[config.mk]
export PLATFORM = sky130hd
export DESIGN_NAME = fa_bist_flat
export DESIGN_NICKNAME = d
export VERILOG_FILES = /design/src/rtl/fa_pkg.sv /design/src/rtl/fa_bist_if.sv /design/src/rtl/fa_bist.sv /design/src/flat_wrapper.sv
export SDC_FILE = /design/constraint.sdc
export NUM_CORES = 1
export LEC_CHECK = 0
export ABC_CLOCK_PERIOD_IN_PS = 6040
export BUFFER_PORTS_ARGS = -buffer_cell sky130_fd_sc_hd__buf_4
export CAP_MARGIN = 10
export CORE_UTILIZATION = 59
export CTS_CLUSTER_SIZE = 40
export DETAILED_ROUTE_END_ITERATION = 10
export PLACE_DENSITY = 0.9
export SKIP_LAST_GASP = 1
export SLEW_MARGIN = 20
export SYNTH_ARGS = -nofsm -noshare
export SYNTH_HDL_FRONTEND = slang
export SYNTH_SLANG_ARGS = --single-unit
[constraint.sdc]
create_clock -name clk -period 6.04 [get_ports clk]
set_clock_uncertainty 0.05 [all_clocks]
set_input_delay 0.604 -clock clk [delete_from_list [all_inputs] [get_ports clk]]
set_output_delay 0.604 -clock clk [all_outputs]
set_load 0.005 [all_outputs]
[src/rtl/fa_pkg.sv]
// fa_pkg: shared state encoding, vector bit layout and golden full-adder model
// for the full-adder BIST engine.
package fa_pkg;

    typedef enum logic [1:0] {IDLE, WAIT, CHECK, DONE} state_e;

    localparam int VEC_B   = 0;
    localparam int VEC_A   = 1;
    localparam int VEC_CIN = 2;
    localparam int NUM_VEC = 8;

    // Returns {sum, carry}; kept independent of any fulladder instance.
    function automatic logic [1:0] fa_golden(input logic [2:0] vec);
        logic a, b, c;
        a = vec[VEC_A];
        b = vec[VEC_B];
        c = vec[VEC_CIN];
        return {a ^ b ^ c, (a & b) | (a & c) | (b & c)};
    endfunction

endpackage

[src/rtl/fa_bist_if.sv]
// fa_bist_if: run control, cell stimulus/response and result signals of the
// full-adder BIST; master is the BIST engine, slave its environment.
interface fa_bist_if;

    logic       start;
    logic       fa_a;
    logic       fa_b;
    logic       fa_cin;
    logic       fa_sum;
    logic       fa_carry;
    logic       busy;
    logic       done;
    logic       pass;
    logic [3:0] err_count;
    logic [2:0] first_err_vec;
    logic [1:0] first_err_obs;

    modport master (
        input  start, fa_sum, fa_carry,
        output fa_a, fa_b, fa_cin, busy, done, pass,
        output err_count, first_err_vec, first_err_obs
    );

    modport slave (
        output start, fa_sum, fa_carry,
        input  fa_a, fa_b, fa_cin, busy, done, pass,
        input  err_count, first_err_vec, first_err_obs
    );

endinterface

[src/rtl/fa_bist.sv]
// fa_bist: applies all 8 full-adder input vectors, samples the cell after SETTLE
// cycles and reports pass, mismatch count and the first failing vector.
module fa_bist
    import fa_pkg::*;
#(
    parameter int SETTLE = 2
) (
    input logic    clk,
    input logic    rst_n,
    fa_bist_if.master bus
);

    localparam logic [3:0] CNT_INIT = 4'(SETTLE - 1);
    localparam logic [2:0] VEC_LAST = 3'(NUM_VEC - 1);

    state_e     state_q, state_d;
    logic [2:0] vec_q, vec_d;
    logic [3:0] cnt_q, cnt_d;
    logic [3:0] err_q, err_d;
    logic [2:0] fv_q, fv_d;
    logic [1:0] fo_q, fo_d;
    logic       pass_q, pass_d;
    logic [1:0] obs;
    logic       mism;

    // The vector register doubles as the registered stimulus to the cell.
    assign bus.fa_a          = vec_q[VEC_A];
    assign bus.fa_b          = vec_q[VEC_B];
    assign bus.fa_cin        = vec_q[VEC_CIN];
    assign bus.busy          = (state_q == WAIT) || (state_q == CHECK);
    assign bus.done          = (state_q == DONE);
    assign bus.pass          = pass_q;
    assign bus.err_count     = err_q;
    assign bus.first_err_vec = fv_q;
    assign bus.first_err_obs = fo_q;

    assign obs  = {bus.fa_sum, bus.fa_carry};
    assign mism = (obs != fa_golden(vec_q));

    always_comb begin
        state_d = state_q;
        vec_d   = vec_q;
        cnt_d   = cnt_q;
        err_d   = err_q;
        fv_d    = fv_q;
        fo_d    = fo_q;
        pass_d  = pass_q;
        case (state_q)
            IDLE: if (bus.start) begin
                vec_d   = '0;
                cnt_d   = CNT_INIT;
                err_d   = '0;
                fv_d    = '0;
                fo_d    = '0;
                pass_d  = 1'b0;
                state_d = WAIT;
            end
            WAIT: begin
                if (cnt_q == '0) state_d = CHECK;
                else cnt_d = cnt_q - 4'd1;
            end
            CHECK: begin
                if (mism) begin
                    err_d = err_q + 4'd1;
                    if (err_q == '0) begin
                        fv_d = vec_q;
                        fo_d = obs;
                    end
                end
                if (vec_q == VEC_LAST) begin
                    pass_d  = (err_d == '0);
                    state_d = DONE;
                end else begin
                    vec_d   = vec_q + 3'd1;
                    cnt_d   = CNT_INIT;
                    state_d = WAIT;
                end
            end
            DONE:    state_d = IDLE;
            default: state_d = IDLE;
        endcase
    end

    always_ff @(posedge clk) begin
        if (!rst_n) begin
            state_q <= IDLE;
            vec_q   <= '0;
            cnt_q   <= '0;
            err_q   <= '0;
            fv_q    <= '0;
            fo_q    <= '0;
            pass_q  <= 1'b0;
        end else begin
            state_q <= state_d;
            vec_q   <= vec_d;
            cnt_q   <= cnt_d;
            err_q   <= err_d;
            fv_q    <= fv_d;
            fo_q    <= fo_d;
            pass_q  <= pass_d;
        end
    end

endmodule
[src/flat_wrapper.sv]
// flat-port wrapper written by rule: the top's interface ports become plain ports
module fa_bist_flat import fa_pkg::*;
#(
    parameter int SETTLE = 2
)
  (clk, rst_n, bus_start, bus_fa_sum, bus_fa_carry, bus_fa_a, bus_fa_b, bus_fa_cin, bus_busy, bus_done, bus_pass, bus_err_count, bus_first_err_vec, bus_first_err_obs);
  fa_bist_if bus_i ();
  input logic clk;
  input logic rst_n;
  input wire logic [$bits(bus_i.start)-1:0] bus_start;
  input wire logic [$bits(bus_i.fa_sum)-1:0] bus_fa_sum;
  input wire logic [$bits(bus_i.fa_carry)-1:0] bus_fa_carry;
  output wire logic [$bits(bus_i.fa_a)-1:0] bus_fa_a;
  output wire logic [$bits(bus_i.fa_b)-1:0] bus_fa_b;
  output wire logic [$bits(bus_i.fa_cin)-1:0] bus_fa_cin;
  output wire logic [$bits(bus_i.busy)-1:0] bus_busy;
  output wire logic [$bits(bus_i.done)-1:0] bus_done;
  output wire logic [$bits(bus_i.pass)-1:0] bus_pass;
  output wire logic [$bits(bus_i.err_count)-1:0] bus_err_count;
  output wire logic [$bits(bus_i.first_err_vec)-1:0] bus_first_err_vec;
  output wire logic [$bits(bus_i.first_err_obs)-1:0] bus_first_err_obs;
  assign bus_i.start = bus_start;
  assign bus_i.fa_sum = bus_fa_sum;
  assign bus_i.fa_carry = bus_fa_carry;
  assign bus_fa_a = bus_i.fa_a;
  assign bus_fa_b = bus_i.fa_b;
  assign bus_fa_cin = bus_i.fa_cin;
  assign bus_busy = bus_i.busy;
  assign bus_done = bus_i.done;
  assign bus_pass = bus_i.pass;
  assign bus_err_count = bus_i.err_count;
  assign bus_first_err_vec = bus_i.first_err_vec;
  assign bus_first_err_obs = bus_i.first_err_obs;
  fa_bist #(.SETTLE(SETTLE)) u_core (.clk(clk), .rst_n(rst_n), .bus(bus_i));
endmodule
## Yosys cells after proc, flatten, opt, wreduce, memory -nomap -nowiden

Cells that the tools add are included.
Widths: inputs -> output; s select.

| operators by class | value |
|---|---|
| equality and inequality tests | 12 |
| reduce and logical (&&, ||, !) cells | 13 |
| bitwise gates (word level) | 7 |
| add/sub/neg operators | 3 |
| multiplexer cells | 25 |

Operators by type and width:

| operator | count |
|---|---|
| $mux 4 | 6 |
| $logic_not 4->1 | 3 |
| $mux 2 | 6 |
| $mux 3 | 4 |
| $ne 2x2->1 const B | 6 |
| $pmux 3 s2 | 2 |
| $pmux 4 s3 | 1 |
| $pmux 2 s4 | 1 |
| $pmux 4 s2 | 1 |
| $reduce_and 4->1 | 2 |
| $reduce_and 3->1 | 2 |
| $add 4x1->4 const B | 1 |
| $eq 2x2->1 const B | 2 |
| $pmux 2 s2 | 1 |
| $reduce_and 2->1 | 2 |
| $sub 4x1->4 const B | 1 |
| $add 3x1->3 const B | 1 |
| $and 1x1->1 | 3 |
| $eq 3x3->1 const B | 1 |
| $reduce_bool 3->1 | 1 |
| $eq 2x1->1 const B | 1 |
| $logic_not 2->1 | 1 |
| $mux 1 | 2 |
| $ne 2x1->1 const B | 1 |
| other kinds (6) | 8 |

| word-level totals | value |
|---|---|
| bits of input ports | 5 |
| output and inout port bits | 15 |
| flip-flop bits (word level) | 19 |

## Logic depth before layout (Yosys ltp)

Gate-level depths: netlist (run 1).

| depth | value |
|---|---|
| word-level depth | 9 |
| mapped depth | 7 |
| gate-level depth less buffers | 6 |

## Worst setup path before layout (run 1)

No wires, ideal clock.

| path | value |
|---|---|
| path type | register -> register |
| start | register u_core.vec_q[2] |
| end | register u_core.err_q[3] (netlist: u_core.bus.err_count[3]) |
| slack | 4.072 ns |
| data arrival time | 1.799 ns |
| clock period less this slack | 1.968 ns |
| cell stages (with the launch flop) | 7 |
| library setup time | 0.119 ns |
| cells stage by stage | dfxtp_1 > inv_1 > fa_1 > xor2_1 > a21oi_1 > and2_0 > o221a_1 |

| between the ends | value |
|---|---|
| longest elaborated chain between the ends | 7 |
| elaborated cells between the ends (all ways) | 9 |

RTL lines:

| element | line | source |
|---|---|---|
| start, declared | fa_bist.sv:17 | `logic [2:0] vec_q, vec_d;` |
| start signal, assigned | fa_bist.sv:95 | `vec_q <= vec_d;` |
| $and 1x1->1 | fa_pkg.sv:18 | `return {a ^ b ^ c, (a & b) \| (a & c) \| (b & c)};` |
| $or 1x1->1 (2 in a row) | fa_pkg.sv:18 |  |
| $ne 2x2->1 (*) | fa_bist.sv:38 | `assign mism = (obs != fa_golden(vec_q));` |
| $mux 4 (*) | fa_bist.sv:63 | `if (mism) begin` |
| $mux 4 (*) | fa_bist.sv:48 | `case (state_q)` |
| $pmux 4 s2 (*) | fa_bist.sv:48 |  |
| end signal, assigned | fa_bist.sv:97 | `err_q <= err_d;` |
| end, declared | fa_bist.sv:19 | `logic [3:0] err_q, err_d;` |

Every way passes the cells marked *; elsewhere a longest branch is shown, timed or not. The select of a mux whose other input is x is not followed.
A chain may end at the register's enable or synchronous reset.

## Worst setup path in the final report (run 1)

Same ends and word-level chain as after synthesis.

==> out/results.ini, run 1 <==
[sta]
max_freq_ghz = 0.464
relSlewSlack = 0.679
slew_violations = 0
period_needed_ps = 2160
worstMarginPinSlew_ps = 468
fin_crit_sh = 0.357
timing.final.ws_setup_ps = 3880
rsz0062_at_grt = false
final-setup-viol-count = 0
hold_violations = 0
worst_hold_slack_ps = 426
tns_ps = 0

[hold_path]
hold_path.class = reg -> reg
hp-start = u_core.bus.first_err_obs[0]
holdPathStages = 2

[critical_path]
crit_path_start_kind = flip-flop
critPathMaxStageDelay_ps = 590
critical_path.slowest_cell = fa_1
critPathMaxFanout = 5
required_ps = 6200
cp-end-kind = flip-flop
timing_worst_setup_path_type = reg -> reg
path_cells = inv_1 -> fa_1 -> xor2_1 -> a21oi_1 -> and2_0 -> o221a_1
setup.worst_path.start = u_core.vec_q[2]
r2r-start = u_core.vec_q[2]
crit_arrival_ps = 2310
reg2regPathDepth = 6

[clocking]
clock-root-buffer = clkbuf_4
clk_pin_slew_ps = 110
cts.sinks = 19
cts_tree = done
holdBufCountCts = 0
clockBufferDepth = 2
cts_buffers = 3
clock_latency_ps = 300
h-tree-depth = 1
cts_resized = 0
post_cts_buffers = 0

[synth]
ys_seq_area_frac = 0.321
yosys_warnings = 0
synth.distinct_cells = 43
synth_edf_count = 0
synth-seq-cells = 19
syn_nets = 158
yosysTopAreaCell = dfxtp_1
syn-cell-area_um2 = 1180
synth_flop_cell = dfxtp_1
synth_top_area_share = 0.321
synthTopCellsByArea = dfxtp_1 (32%), ha_1 (11%), nand2_1 (6.0%), inv_1 (3.8%), a21oi_1 (3.0%)
async_flop_share = 0
syn_inst = 142
avgSynthCellArea_um2 = 8.34

[floorplanning]
die_w_um = 46.8
die_area_um2 = 2190
num_io_pins = 20
initial_core_util = 0.658
coreArea_um2 = 1800
rows = 15
die_h_um = 46.8

[layout]
areaGrowthSynthToFinish_pct = 15.6
final_cell_count_no_fill = 187
antenna_cells = 0
nets = 179
final_cell_area_um2 = 1370
nFillCells = 145
final_core_util = 0.760
drive_gt1_frac = 0.185

[global_routing]
grt.overflow.total = 0
grt_pass1_vias = 956
antenna_found_initial = 0
grt_pass1_wl_mm = 3.84
grt_start_max_net_pins = 25
grt_usage = 0.252

[drt]
drcViolationCount = 0
totalWireLength_mm = 2.47
vias = 1088
drtIter0Drc = 24
drt-pass1-iter-count = 4
viasPerCell = 5.82
antenna_left = 0
wire_per_inst_um = 13.2

[placement]
post_dp_cell_area_um2 = 1340
post-place-ws_ps = 3940
hpwl_mm = 1.87
gp_routability_congestion = 0.889
numPortBuffers = 19
place_inst = 183

[status]
run_status = completed

[power_and_ir_drop]
p_leak_nw = 0.584
power_mw = 0.374
peakVddDrop_v = 0.000234
power_density_nw_per_um2 = 273

[run]
drv_cap = 0

-- worst paths after layout --
| check | to | slack [ps] |
|---|---|---|
| min | u_core.bus.first_err_obs[0] | 430 |
| min reg2reg | u_core.bus.first_err_obs[0] | 430 |
| max reg2reg | u_core.bus.err_count[3] | 3880 |
| max | u_core.bus.err_count[3] | 3880 |
-- flip-flops by register name (all words and copies together), names as in the netlist --
signal	cells
u_core.bus.err_count	4
u_core.bus.first_err_obs	2
u_core.bus.first_err_vec	3
u_core.bus.pass	1
u_core.cnt_q	4
u_core.state_q	2
u_core.vec_q	3
-- routing by layer --
metal  vias up  GRT usage  wire (um)
li1        537          -          -
met1       504      0.304       1130
met5         -          0          0
met2        43      0.400       1160
met3         4     0.0769        151
met4         0      0.137         31
-- area by class of cell --
cell class | instances | area (um2) | share of cell area
clock buffers | 4 | 26.3 | 0.0192
inverters | 12 | 45.0 | 0.0329
multi-input cells | 108 | 744 | 0.543
flip-flops and latches | 19 | 380 | 0.278
well taps | 25 | 31.3 | 0.0228
repair buffers | 19 | 143 | 0.104
-- power breakdown --
group | switching (mW) | internal (mW) | leakage, nW | total (mW)
clock | 0.0394 | 0.0258 | 0.0150 | 0.0652
sequential | 0.0124 | 0.136 | 0.154 | 0.149
combinational | 0.0895 | 0.0704 | 0.415 | 0.160
-- Yosys cell counts (3+ instances only) --
cell / instances
a21boi_0: 3
a21oi_1: 7
a22oi_1: 3
a31oi_1: 3
and3_1: 5
dfxtp_1: 19
ha_1: 10
inv_1: 12
nand2_1: 19
nand3_1: 5
nor2_1: 8
nor2b_1: 4
o21ai_0: 3
o22ai_1: 4
-- critical path: cells and delay by family (launching register included) --
| family | cells | cell delay, ps |
|---|---|---|
| xor+xnor | 1 | 340 |
| buf+inv | 1 | 90 |
| flops | 1 | 430 |
| compound gates | 2 | 380 |
| fa+ha+maj | 1 | 590 |
| simple gates | 1 | 180 |
-- cell families after synthesis --
logic type,Yosys count,share of synthesized area
simple gates,53,0.230
fa+ha+maj,11,0.122
compound gates,37,0.220
flops,19,0.321
mux,3,0.0264
buf+inv,15,0.0507
xor+xnor,4,0.0296
-- layout by cell type, fill, tap and decap left out, types with 2 or more instances in the layout --
cell | Yosys | routed
o21a_1 | 2 | 2
and3_1 | 5 | 5
o22ai_1 | 4 | 4
xor2_1 | 2 | 2
nor2b_1 | 4 | 4
ha_1 | 10 | 10
clkbuf_4 | 0 | 3
nand2_1 | 19 | 19
o21ai_0 | 3 | 3
o21ai_1 | 2 | 2
o211a_1 | 2 | 2
nor2_1 | 8 | 8
a21boi_0 | 3 | 3
a21oi_1 | 7 | 7
nand3_1 | 5 | 5
buf_4 | 1 | 19
mux2i_1 | 2 | 2
inv_1 | 12 | 12
a31oi_1 | 3 | 3
xnor2_1 | 2 | 2
dfxtp_1 | 19 | 19
a22oi_1 | 3 | 3
nand2b_1 | 2 | 2
Power figures use the tool's default switching activity.
==> run 2: changes to the inputs <==
Settings changed: ABC_CLOCK_PERIOD_IN_PS 6040 to 1790, CORE_UTILIZATION 59 to 49, PLACE_DENSITY 0.9 to 0.81.
Clock period 6.04 ns to 1.79 ns, I/O delays scaled along.
==> run 2 against run 1 <==
Effect of this change: the flow now finishes with violations (setup timing); worst hold slack worse by 330 ps; utilization down 8.9 points; global-route usage down 1.5 points; routed wire length up 15%; sequential power rose to 3.4 times the previous value; critical path type unchanged; largest power group unchanged; highest routed layer unchanged.
==> out/results.ini, run 2 (synthesis gave the netlist of run 1 again) <==
[status]
run_status = complete, but fails checks
violations = setup timing

[global_routing]
grt_start_max_net_pins = 25  ; unchanged
grt_pass1_vias = 1077  ; +13%
grt.overflow.total = 0  ; unchanged
antenna_found_initial = 0  ; unchanged
grt_pass1_wl_mm = 4.51  ; +17%
grt_usage = 0.236  ; -0.0152

[hold_path]
holdPathStages = 3  ; +1
hp-start = bus_fa_carry
hold_path.class = in -> reg
whs_endpoint = u_core.bus.first_err_obs[0]

[layout]
nets = 189  ; +5.6%
drive_gt1_frac = 0.331  ; +0.146
nFillCells = 188  ; +30%
antenna_cells = 0  ; unchanged
final_cell_count_no_fill = 200  ; +7.0%
regArea_um2 = 385  ; +1.3%
areaGrowthSynthToFinish_pct = 27.8
final_core_util = 0.671  ; -0.0889
final_cell_mix = buf_4 (29), nand2_1 (19), dfxtp_1 (15), inv_1 (11), ha_1 (9)
multi_input_comb_area_um2 = 803  ; +7.9%
final_common_cell = buf_4

[power_and_ir_drop]
power.net_switching_mw = 0.538  ; +280%
power_density_nw_per_um2 = 919  ; +240%
p_seq_frac = 0.359  ; -0.039
peakVddDrop_v = 0.000824  ; +250%
combPwrFrac = 0.473  ; +0.045
switching_share = 0.387  ; +0.00887
power_frac_clock = 0.168  ; -0.007
p_int_mw = 0.852  ; +270%
p_leak_nw = 0.656  ; +12%

[clocking]
clock_latency_ps = 310  ; about the same
h-tree-depth = 1  ; unchanged
cts_tree = done
cts_buffers = 3  ; unchanged
post_cts_buffers = 0  ; unchanged
clock-root-buffer = clkbuf_4
holdBufCountCts = 0  ; unchanged
clockBufferDepth = 2  ; unchanged
cts.sinks = 19  ; unchanged
clk_pin_slew_ps = 120  ; about the same

[placement]
place_inst = 196  ; +7.1%
numPortBuffers = 19  ; unchanged
hpwl_mm = 2.04  ; +9.2%
post-place-ws_ps = -95.6  ; -4040 ps
gp_routability_congestion = 0.887  ; -0.20%

[critical_path]
reg2regPathDepth = 6  ; unchanged
r2r_slack_ps = -150  ; -4030 ps
timing_worst_setup_path_type = reg -> reg
worstReg2RegEnd = u_core.bus.pass
r2r-start = u_core.vec_q[1]
crit_arrival_ps = 2100  ; -210 ps
required_ps = 1950  ; -4250 ps
critPathMaxFanout = 5  ; unchanged
crit_path_start_kind = flip-flop
cp-end-kind = flip-flop

[floorplanning]
die_area_um2 = 2620  ; +19%
num_io_pins = 20  ; unchanged
die_h_um = 51.2  ; +9.3%
coreArea_um2 = 2250  ; +25%
rows = 17  ; +2
die_w_um = 51.2  ; +9.3%
initial_core_util = 0.526  ; -0.132

[drt]
drt-pass1-iter-count = 4  ; unchanged
wire_per_inst_um = 14.2  ; +7.8%
drcViolationCount = 0  ; unchanged
antenna_left = 0  ; unchanged
viasPerCell = 5.75  ; -1.3%
vias = 1149  ; +5.6%
drtIter0Drc = 21  ; -13%
totalWireLength_mm = 2.85  ; +15%

[run]
drv_cap = 0  ; unchanged

[sta]
timing.final.ws_setup_ps = -148  ; -4030 ps
worst_hold_slack_ps = 98.5  ; -328 ps
slew_violations = 0  ; unchanged
tns_ps = -924  ; -924 ps
period_needed_ps = 1940  ; -218 ps
relSlewSlack = 0.757  ; +0.0774
final-setup-viol-count = 10  ; +10
fin_crit_sh = 1.08  ; +0.726
rsz0062_at_grt = true
max_freq_ghz = 0.516  ; +11%
hold_violations = 0  ; unchanged
worstMarginPinSlew_ps = 364  ; -104 ps

-- run 2: cell types whose count changed in the layout (fill, tap and decap cells not counted), moves of 2 or more --
cell | previous run | this run
a21oi_2 | 0 | 2
dfxtp_2 | 0 | 4
a21oi_1 | 7 | 5
buf_4 | 19 | 29
dfxtp_1 | 19 | 15
-- run 2: timing repair --
action | 4_1_cts | 5_1_grt
pin swaps | 2 | 1
resized for setup | 4 | 10
setup endpoints to repair | 11 | 15
-- run 2: how the worst max path moves through the flow --
| stage | startpoint | cells past startpoint | to | slack (ps) |
|---|---|---|---|---|
| after floorplan | u_core.vec_q[1] | 6 | u_core.bus.pass | -40 |
| after global placement | u_core.vec_q[1] | 6 | u_core.bus.first_err_vec[1] | -50 |
| after detailed placement | u_core.vec_q[1] | 6 | u_core.bus.pass | -100 |
| after CTS | u_core.vec_q[1] | 6 | u_core.bus.first_err_vec[1] | -100 |
| after global routing | u_core.vec_q[1] | 6 | u_core.bus.err_count[0] | -200 |
| final | u_core.vec_q[1] | 6 | u_core.bus.pass | -150 |
-- run 2: stage by stage --
step           power, mW  cell area (um2)
3_3_place_gp        1.08             1430
4_1_cts             1.34             1470
5_1_grt             1.49             1510
2_1_floorplan      0.914             1200
6_report            1.39             1510
3_5_place_dp        1.10             1430
-- run 2: routing by layer --
| layer | vias up | track usage | wire length, um |
|---|---|---|---|
| li1 | 558 | - | - |
| met1 | 553 | 0.266 | 1150 |
| met2 | 25 | 0.417 | 1540 |
| met3 | 13 | 0.0298 | 71 |
| met4 | 0 | 0.148 | 89 |
| met5 | - | 0 | 0 |
-- run 2: critical path: stages, from the launching register on --
cell	delay [ps]
dfxtp_2	360
inv_2	50
fa_2	620
xor2_2	250
a21oi_1	110
a32o_1	220
a31o_2	200
-- run 2: final cells by class --
type | instances | share of cell area
sequential | 19 | 0.255
tap | 28 | 0.0231
clock buffer | 3 | 0.0149
clock inverter | 1 | 0.00331
inverter | 12 | 0.0298
timing repair buffer | 29 | 0.144
multi-input combinational | 108 | 0.531
-- run 2: power groups by stage --
stage | combinational, mW | sequential [mW] | clock (mW)
2_1_floorplan | 0.414 | 0.500 | 0
3_3_place_gp | 0.576 | 0.502 | 0
3_5_place_dp | 0.597 | 0.506 | 0
4_1_cts | 0.606 | 0.496 | 0.235
5_1_grt | 0.731 | 0.504 | 0.251
6_report | 0.658 | 0.500 | 0.233
==> run 3: changes to the inputs <==
Settings changed: MAX_ROUTING_LAYER set to met4.
==> run 3 against run 2 <==
Effect of this change: the run still ends with setup timing left; register-to-register slack is essentially flat; clock power is essentially flat; cell area is the same; sequential cell count is the same; utilization is the same; global-route usage grew 0.57 points; non-clock buffer count is the same; count of clock-buffer cells in the layout is the same; final cell count is the same; combinational power is essentially flat; maximum frequency grew 0.44%; largest power group unchanged.
==> out/results.ini, run 3 (synthesis gave the netlist of run 1 again) <==
[sta]
timing.final.ws_setup_ps = -140  ; +8.50 ps
period_needed_ps = 1930  ; -8.50 ps
final-setup-viol-count = 10  ; unchanged
rsz0062_at_grt = true
slew_violations = 0  ; unchanged
relSlewSlack = 0.761  ; +0.00397
fin_crit_sh = 1.08  ; -0.00475
worst_hold_slack_ps = 99.2  ; +0.710 ps
hold_violations = 0  ; unchanged
max_freq_ghz = 0.518  ; +0.44%
worstMarginPinSlew_ps = 358  ; -5.94 ps

[critical_path]
timing_worst_setup_path_type = reg -> reg
path_cells = inv_2 -> fa_2 -> xor2_2 -> a21oi_1 -> a32o_1 -> a31o_2
critical_path.slowest_cell = fa_2
setup.worst_path.start = u_core.vec_q[1]
crit_path_start_kind = flip-flop
r2r-start = u_core.vec_q[1]
critPathMaxStageDelay_ps = 620  ; about the same
cp-end-kind = flip-flop
critPathMaxFanout = 5  ; unchanged
required_ps = 1950  ; about the same
crit_arrival_ps = 2090  ; about the same

[drt]
drt-pass1-iter-count = 5  ; +1
met2_length_mm = 1.57  ; +2.1%
drtIter0Drc = 27  ; +29%
totalWireLength_mm = 2.87  ; +0.60%
top_layer = met4
wl_met3_um = 55  ; -23%
antenna_left = 0  ; unchanged
viasPerCell = 5.68  ; -1.2%
wl_met1_mm = 1.19  ; +3.3%
vias = 1135  ; -1.2%
wire_per_inst_um = 14.3  ; +0.60%
drcViolationCount = 0  ; unchanged

[power_and_ir_drop]
power.net_switching_mw = 0.539  ; about the same
power_frac_clock = 0.167  ; about the same
peakVddDrop_v = 0.000825  ; +0.15%
p_int_mw = 0.852  ; about the same
p_seq_frac = 0.359  ; about the same
switching_share = 0.387  ; about the same
p_leak_nw = 0.656  ; unchanged
power_density_nw_per_um2 = 919  ; about the same
combPwrFrac = 0.474  ; about the same

[floorplanning]
rows = 17  ; unchanged
die_area_um2 = 2620  ; unchanged
die_w_um = 51.2  ; unchanged
die_h_um = 51.2  ; unchanged
initial_core_util = 0.526  ; unchanged
num_io_pins = 20  ; unchanged
coreArea_um2 = 2250  ; unchanged

[clocking]
clock-root-buffer = clkbuf_4
clock_latency_ps = 310  ; about the same
cts.sinks = 19  ; unchanged
clk_pin_slew_ps = 120  ; about the same
cts_tree = done
cts_buffers = 3  ; unchanged
post_cts_buffers = 0  ; unchanged
holdBufCountCts = 0  ; unchanged
clockBufferDepth = 2  ; unchanged
h-tree-depth = 1  ; unchanged

[placement]
post-place-ws_ps = -95.6  ; unchanged
gp_routability_congestion = 0.902  ; +1.7%
place_inst = 196  ; unchanged
hpwl_mm = 2.04  ; unchanged
post_dp_cell_area_um2 = 1430  ; unchanged
numPortBuffers = 19  ; unchanged

[global_routing]
grt_pass1_wl_mm = 4.50  ; -0.16%
grt_pass1_vias = 1087  ; +0.93%
antenna_found_initial = 0  ; unchanged
grt.overflow.total = 0  ; unchanged
grt_start_max_net_pins = 25  ; unchanged
grt_usage = 0.242  ; +0.00575

[layout]
final_core_util = 0.671  ; unchanged
final_common_cell = buf_4
drive_gt1_frac = 0.331  ; unchanged
final_cell_count_no_fill = 200  ; unchanged
final_cell_area_um2 = 1510  ; unchanged
antenna_cells = 0  ; unchanged
areaGrowthSynthToFinish_pct = 27.8  ; unchanged
nets = 189  ; unchanged
final_cell_mix = buf_4 (29), nand2_1 (19), dfxtp_1 (15), inv_1 (11), ha_1 (9)

[status]
violations = setup timing
run_status = complete, but fails checks

[hold_path]
hp-start = bus_fa_carry
hold_path.class = in -> reg

[run]
drv_cap = 0  ; unchanged

-- run 3: power by group through the flow --
| stage | clock network (mW) | registers, mW | logic, mW |
|---|---|---|---|
| 3_5_place_dp | 0 | 0.506 | 0.597 |
| 2_1_floorplan | 0 | 0.500 | 0.414 |
| 5_1_grt | 0.251 | 0.504 | 0.731 |
| 4_1_cts | 0.235 | 0.496 | 0.606 |
| 3_3_place_gp | 0 | 0.502 | 0.576 |
| 6_report | 0.232 | 0.499 | 0.659 |
-- run 3: path summary, 6_finish.rpt --
path                                               endpoint  slack [ps]  cells past startpoint
worst max-delay path                        u_core.bus.pass        -140                      6
worst min-delay path            u_core.bus.first_err_obs[0]         100                      3
worst max register to register              u_core.bus.pass        -140                      6
worst min register to register  u_core.bus.first_err_obs[0]         440                      2
-- run 3: per-layer routing --
layer,global-route usage,up-vias
met4,0.148,0
met5,-,-
met2,0.421,17
met1,0.261,552
met3,0.0298,7
li1,-,559
-- run 3: critical path: cells and delay by family, from the launching register on --
kind            cells  cell delay (ps)
buf+inv             1               50
flops               1              350
fa+ha+maj           1              620
compound gates      3              520
xor+xnor            1              250
-- run 3: timing repair --
item	CTS	global route
gates resized for setup	4	10
pin swaps	2	1
endpoints found under the setup margin	11	15
-- run 3: layout make-up --
class,instances,area (um2)
Timing Repair Buffer,29,218
Tap cell,28,35.0
Fill cell,188,741
Clock inverter,1,5.00
Sequential cell,19,385
Inverter,12,45.0
Clock buffer,3,22.5
Multi-Input combinational cell,108,803
-- run 3: stage by stage --
stage	setup TNS (ps)	total power, mW
5_1_grt	-1620	1.49
3_5_place_dp	-599	1.10
2_1_floorplan	-106	0.914
6_report	-885	1.39
4_1_cts	-627	1.34
3_3_place_gp	-167	1.08
